**config.mk**
```make
export PLATFORM = sky130hd
export DESIGN_NAME = alu_wb_stage
export DESIGN_NICKNAME = d
export VERILOG_FILES = /design/src/rtl/alu_wb_stage.sv
export SDC_FILE = /design/constraint.sdc
export NUM_CORES = 1
export LEC_CHECK = 0
export ABC_AREA = 1
export BUFFER_PORTS_ARGS = -buffer_cell sky130_fd_sc_hd__buf_2
export CAP_MARGIN = 20
export CORE_UTILIZATION = 55
export CTS_CLUSTER_DIAMETER = 60
export DETAILED_ROUTE_END_ITERATION = 10
export GPL_TIMING_DRIVEN = 0
export MAX_ROUTING_LAYER = met4
export PLACE_DENSITY = 0.8
export REMOVE_ABC_BUFFERS = 1
export SLEW_MARGIN = 30
export SYNTH_ARGS = -nofsm -noshare
export SYNTH_HDL_FRONTEND = slang
export SYNTH_SLANG_ARGS = --single-unit
```
**constraint.sdc**
```tcl
create_clock -name clk -period 2.5 [get_ports clk]
set_input_delay 0.5 -clock clk [delete_from_list [all_inputs] [get_ports clk]]
set_output_delay 0.5 -clock clk [all_outputs]
set_load 0.05 [all_outputs]
```
**src/rtl/alu_wb_stage.sv**
```systemverilog
// ---------------------------------------------------------------------------
// alu_wb_stage
//
// Purpose:
//   Writeback stage behind the ALU. ALU results are queued in a 2-entry
//   in-order FIFO. Each result is either written to the register file
//   through a valid/ready write port, or it is dropped when it has no
//   register target or targets XZR (rd = 31). Every entry that leaves
//   the FIFO retires one instruction. If the instruction sets flags, the
//   architectural NZCV flags are also loaded at that point. A synchronous
//   flush empties the FIFO without retiring anything.
//
// Optional feature (macro WB_FWD_EN):
//   When defined, a forwarding query port reports whether a pending write
//   targets fwd_addr and returns the youngest such result.
//   When undefined, the fwd_* ports and their logic do not exist.
//
// Ports:
//   clk, rst_n         clock; asynchronous active-low reset
//   in_valid/in_ready  ALU result handshake (in_ready = occupancy < 2)
//   in_rd, in_result   destination register and result
//   in_z/n/c/v         ALU flags
//   in_wr_en           result targets a register
//   in_set_flags       instruction updates NZCV
//   flush              synchronous pipeline flush
//   wb_valid/wb_ready  register-file write handshake
//   wb_rd, wb_data     write address / data (head of FIFO)
//   nzcv               architectural flags {N,Z,C,V}
//   retired            16-bit wrapping retired-instruction counter
//   fwd_addr/hit/data  forwarding query (WB_FWD_EN only)
// ---------------------------------------------------------------------------
module alu_wb_stage (
    input  logic        clk,
    input  logic        rst_n,
    input  logic        in_valid,
    output logic        in_ready,
    input  logic [4:0]  in_rd,
    input  logic [31:0] in_result,
    input  logic        in_z,
    input  logic        in_n,
    input  logic        in_c,
    input  logic        in_v,
    input  logic        in_wr_en,
    input  logic        in_set_flags,
    input  logic        flush,
    output logic        wb_valid,
    input  logic        wb_ready,
    output logic [4:0]  wb_rd,
    output logic [31:0] wb_data,
    output logic [3:0]  nzcv,
    output logic [15:0] retired
`ifdef WB_FWD_EN
    ,
    input  logic [4:0]  fwd_addr,
    output logic        fwd_hit,
    output logic [31:0] fwd_data
`endif
);

    // FIFO storage: two slots addressed circularly by head_q / count_q
    logic [4:0]  rd_q   [2];
    logic [4:0]  rd_d   [2];
    logic [31:0] res_q  [2];
    logic [31:0] res_d  [2];
    logic [3:0]  flg_q  [2];   // {n,z,c,v}
    logic [3:0]  flg_d  [2];
    logic        wr_q   [2];
    logic        wr_d   [2];
    logic        sf_q   [2];
    logic        sf_d   [2];

    logic        head_q, head_d;
    logic [1:0]  count_q, count_d;
    logic [3:0]  nzcv_q, nzcv_d;
    logic [15:0] retired_q, retired_d;

    logic        non_empty;
    logic        head_writes;
    logic        push;
    logic        pop;
    logic        tail;

    always_comb begin
        non_empty   = (count_q != 2'd0);
        // XZR writes are discarded: such entries never reach the write port
        head_writes = non_empty && wr_q[head_q] && (rd_q[head_q] != 5'd31);
        in_ready    = (count_q != 2'd2);
        push        = !flush && in_valid && in_ready;
        // Non-writing heads drain on their own; writing heads wait for the port
        pop         = !flush && non_empty && (!head_writes || wb_ready);
        // With count 0 the tail is the head slot, with count 1 it is the other one
        tail        = head_q ^ count_q[0];

        rd_d      = rd_q;
        res_d     = res_q;
        flg_d     = flg_q;
        wr_d      = wr_q;
        sf_d      = sf_q;
        head_d    = head_q;
        count_d   = count_q;
        nzcv_d    = nzcv_q;
        retired_d = retired_q;

        if (push) begin
            rd_d[tail]  = in_rd;
            res_d[tail] = in_result;
            flg_d[tail] = {in_n, in_z, in_c, in_v};
            wr_d[tail]  = in_wr_en;
            sf_d[tail]  = in_set_flags;
        end

        if (flush) begin
            count_d = 2'd0;
        end else begin
            count_d = count_q + {1'b0, push} - {1'b0, pop};
            head_d  = head_q ^ pop;
        end

        if (pop) begin
            retired_d = retired_q + 16'd1;
            if (sf_q[head_q]) begin
                nzcv_d = flg_q[head_q];
            end
        end
    end

    always_ff @(posedge clk or negedge rst_n) begin
        if (!rst_n) begin
            for (int i = 0; i < 2; i++) begin
                rd_q[i]  <= '0;
                res_q[i] <= '0;
                flg_q[i] <= '0;
                wr_q[i]  <= 1'b0;
                sf_q[i]  <= 1'b0;
            end
            head_q    <= 1'b0;
            count_q   <= 2'd0;
            nzcv_q    <= 4'b0000;
            retired_q <= 16'h0000;
        end else begin
            rd_q      <= rd_d;
            res_q     <= res_d;
            flg_q     <= flg_d;
            wr_q      <= wr_d;
            sf_q      <= sf_d;
            head_q    <= head_d;
            count_q   <= count_d;
            nzcv_q    <= nzcv_d;
            retired_q <= retired_d;
        end
    end

    // Flush masks the write request in the same cycle it is asserted
    assign wb_valid = head_writes && !flush;
    assign wb_rd    = non_empty ? rd_q[head_q]  : 5'd0;
    assign wb_data  = non_empty ? res_q[head_q] : 32'd0;
    assign nzcv     = nzcv_q;
    assign retired  = retired_q;

`ifdef WB_FWD_EN
    logic [1:0] slot_match;

    genvar gi;
    generate
        for (gi = 0; gi < 2; gi++) begin : g_fwd
            logic slot_valid;
            assign slot_valid = (count_q == 2'd2) ||
                                ((count_q == 2'd1) && (head_q == 1'(gi)));
            assign slot_match[gi] = slot_valid && wr_q[gi] &&
                                    (rd_q[gi] != 5'd31) && (rd_q[gi] == fwd_addr);
        end
    endgenerate

    // The slot after the head is the younger one whenever both slots are valid
    always_comb begin
        fwd_hit  = 1'b0;
        fwd_data = 32'd0;
        if (slot_match[~head_q]) begin
            fwd_hit  = 1'b1;
            fwd_data = res_q[~head_q];
        end else if (slot_match[head_q]) begin
            fwd_hit  = 1'b1;
            fwd_data = res_q[head_q];
        end
    end
`endif

endmodule

```
==> run_results.csv <==
group,metric,value,unit
outcome,status,"finished clean",
timing,hold_violations,0,
synthesis,yosys_register_bits,109,
setup_path,worst_path_max_delay_cell,"dfrtp_4",
die,fp.dieArea,9750,sq um
setup_path,slowest_delay,600,ps
global_routing,grt_max_degree,87,
setup_path,critical_path_class,"flop to primary output",
detailed_routing,drc,0,
setup_path,cp_num_buf_inv,2,
detailed_routing,dr.pass1.iters,5,
synthesis,ys_top_cells_by_area,"dfrtp_1 53%, nand2_1 18%, o21ai_0 4.6%, inv_1 4.3%, o21ai_1 3.8%",
cells_and_area,final_area,6150,sq um
pwr,ir_drop,0.761,mV
timing,period_needed,2430,ps
setup_path,worstPathRequired,2000,ps
setup_path,worstSetupEndpointType,"primary output",
clock_tree,cts_buffers,9,
clock_tree,cts_sinks,109,
synthesis,synth_compound_area_share,12.9,%
detailed_routing,ant_nets,0,
timing,setup-violations-final,0,
clock_tree,path_clk_slew,100,ps
synthesis,synth_top_area_share,53.0,%
timing,grt_setup_unrepaired,"yes",
detailed_routing,routedWlPerCell,13.8,microns
pwr,p_switching,3.80,mW
clock_tree,clk_latency,370,ps
synthesis,synth_warnings,0,
cells_and_area,utilization,69.1,%
timing,fin_crit_sh,97.3,%
timing,worstMarginPinSlew,1050,ps
setup_path,worstPathCellList,"buf_16 -> o21ai_2 -> nor2_1 -> nand2_2 -> nand2_1 -> nor2_2 -> buf_6",
synthesis,synth_xor_area_share,2.89,%
detailed_routing,vias,4408,
die,start_util,57.9,%
synthesis,synthAdderAreaFrac,0.730,%
clock_tree,cts_max_path_buffers,2,
global_routing,overflow,0,
clock_tree,root_buffer,"clkbuf_8",
pwr,combPwrFrac,49.5,%
synthesis,synth_mux_area_share,0,%
synthesis,yosys.area_share.simple,22.0,%
timing,relSlewSlack,29.9,%
cells_and_area,final_nets,789,
setup_path,cp-start-kind,"flop",
timing,maxSlewViolCount,0,
cells_and_area,antenna_cells,0,
synthesis,postSynthAreaPerCell,8.10,sq um
timing,layout_setup_ws,67.9,ps
place,gp_congestion,0.834,
pwr,total_power,7.93,mW
pwr,p_leak,3.28,nW
timing,max_clock_freq,0.411,GHz
timing,fin_tns_setup,0,ps
die,rows,34,
synthesis,synthArstFlopShare,100,%
die,dieWidth,98.7,microns
place,place_worst_setup_slack,-644,ps
cells_and_area,area_growth,19.5,%
cells_and_area,drive_gt1_share,21.9,%
place,port_buffers,106,
setup_path,crit_family,"flip-flops",
synthesis,yosysTopAreaCell,"dfrtp_1",
cells_and_area,fillers,705,
synthesis,synth_top_family_by_area,"simple AND/OR/NAND/NOR gates",
die,fp.dieH,98.7,microns
setup_path,crit_arrival,1930,ps
global_routing,antenna_found_initial,0,
synthesis,synth-seq-area-share,53.0,%
timing,fin_skew,9.69,ps
global_routing,grt_use_total,25.5,%
global_routing,grt_pass1_wl,19.1,mm
detailed_routing,vias_per_cell,5.18,
synthesis,synthesis.area,5140,sq um
pwr,p_sw_share,47.9,%
detailed_routing,drt-total-wl,11.7,mm
place,dp_hpwl,7.43,mm
setup_path,cp_max_fo,8,
clock_tree,hold_buffers,0,
global_routing,grt_pass1_vias,4158,
synthesis,synthTopCellsByCount,"242 x nand2_1, 109 x dfrtp_1, 59 x inv_1",
synthesis,ys.flop_type,"dfrtp_1",
pwr,power_density,1290,nW/um^2
pwr,clock_power_share,12.6,%
detailed_routing,drt_iter0_drc,296,
clock_tree,cts_tree,"yes",
job,maxCapViolations,0,
synthesis,yosysMostFrequentCell,"nand2_1",
die,coreArea,8890,sq um
place,placed_area,5730,sq um
pwr,seqPwrFrac,37.9,%
hold_path,hp-class,"primary input to asynchronous set/reset pin",
die,num_io_pins,107,
synthesis,netlist_instances,635,
pwr,p_int,4.13,mW
synthesis,synth_edf_count,0,
synthesis,yosysUniqueCellTypes,27,
clock_tree,cts-htree-levels,3,
==> metal layers <==
metal  vias to the layer above  track usage [%]  wire length [microns]
met5                         -                -                      0
met4                         0             6.54                     80
met3                        12             7.16                    763
met2                       137             41.3                   5870
met1                      2075             31.7                   5000
li1                       2184                -                      -
==> final timing paths <==
kind	start	endpoint	slack, ps	cells after the start
worst max register to register	head_q	count_q[1]	110	12
worst min-delay path	rst_n	res_q[0]	60	1
min in group clk	in_result[20]	res_q[20]	370	3
worst max-delay path	head_q	wb_valid	70	7
max in group asynchronous	rst_n	head_q	1770	2
worst min register to register	nzcv[2]	nzcv[2]	480	2
==> layout by cell type (no fill, tap or decap), types with 4 or more instances in the layout <==
cell type and count:
xor2_1 6, buf_4 11, o21ai_0 46, nand4_1 4, nor2_1 21, nand3_1 8, xnor2_1 11, o21ai_1 37
buf_2 104, clkbuf_8 10, nand2_1 240, a21oi_1 34, o21ai_2 9, inv_1 58, dfrtp_1 108
==> cell type report <==
class                           instances  area [sq um]  share of cell area [%]
Tap cell                              108           135                    2.20
Clock buffer                           11           141                    2.30
Timing Repair Buffer                  124           788                    12.8
Sequential cell                       109          2730                    44.4
Timing Repair inverter                  1          11.3                   0.183
Clock inverter                          5          43.8                   0.713
Inverter                               60           264                    4.30
Multi-Input combinational cell        433          2030                    33.0
==> sequential cells by signal, indices dropped and copies added (netlist names) <==
register	flops
wr_q	2
res_q	64
head_q	1
flg_q	8
retired	16
rd_q	10
nzcv	4
sf_q	2
count_q	2
==> timing repair <==
item                                   CTS  global route
gates resized for setup                  8            13
setup buffers                            2            10
endpoints found under the hold margin    0             0
cloned                                   0             3
setup endpoints to repair               49             3
pin swaps                                0             2
==> per-stage QoR <==
step | std cells | hold WS [ps]
after floorplan | 601 | 204
after global placement | 815 | 462
after detailed placement | 819 | 468
after CTS | 837 | 64.3
after global routing | 851 | 80.1
final | 851 | 63.4
==> logic make-up after synthesis <==
group / count (synthesis)
flip-flops: 109
XOR/XNOR: 17
buffers and inverters: 94
AO/OA/AOI/OAI: 127
adder cells (fa/ha/maj): 3
AND/OR/NAND/NOR: 285
==> power by group through the flow <==
stage,clock [mW],combinational [mW],sequential [mW]
2_1_floorplan,0,2.33,3.20
3_3_place_gp,0,3.23,3.01
3_5_place_dp,0,3.56,3.04
4_1_cts,1.03,3.67,2.98
5_1_grt,1.09,4.30,3.09
6_report,1.00,3.92,3.01
(Power assumes the default switching activity.)
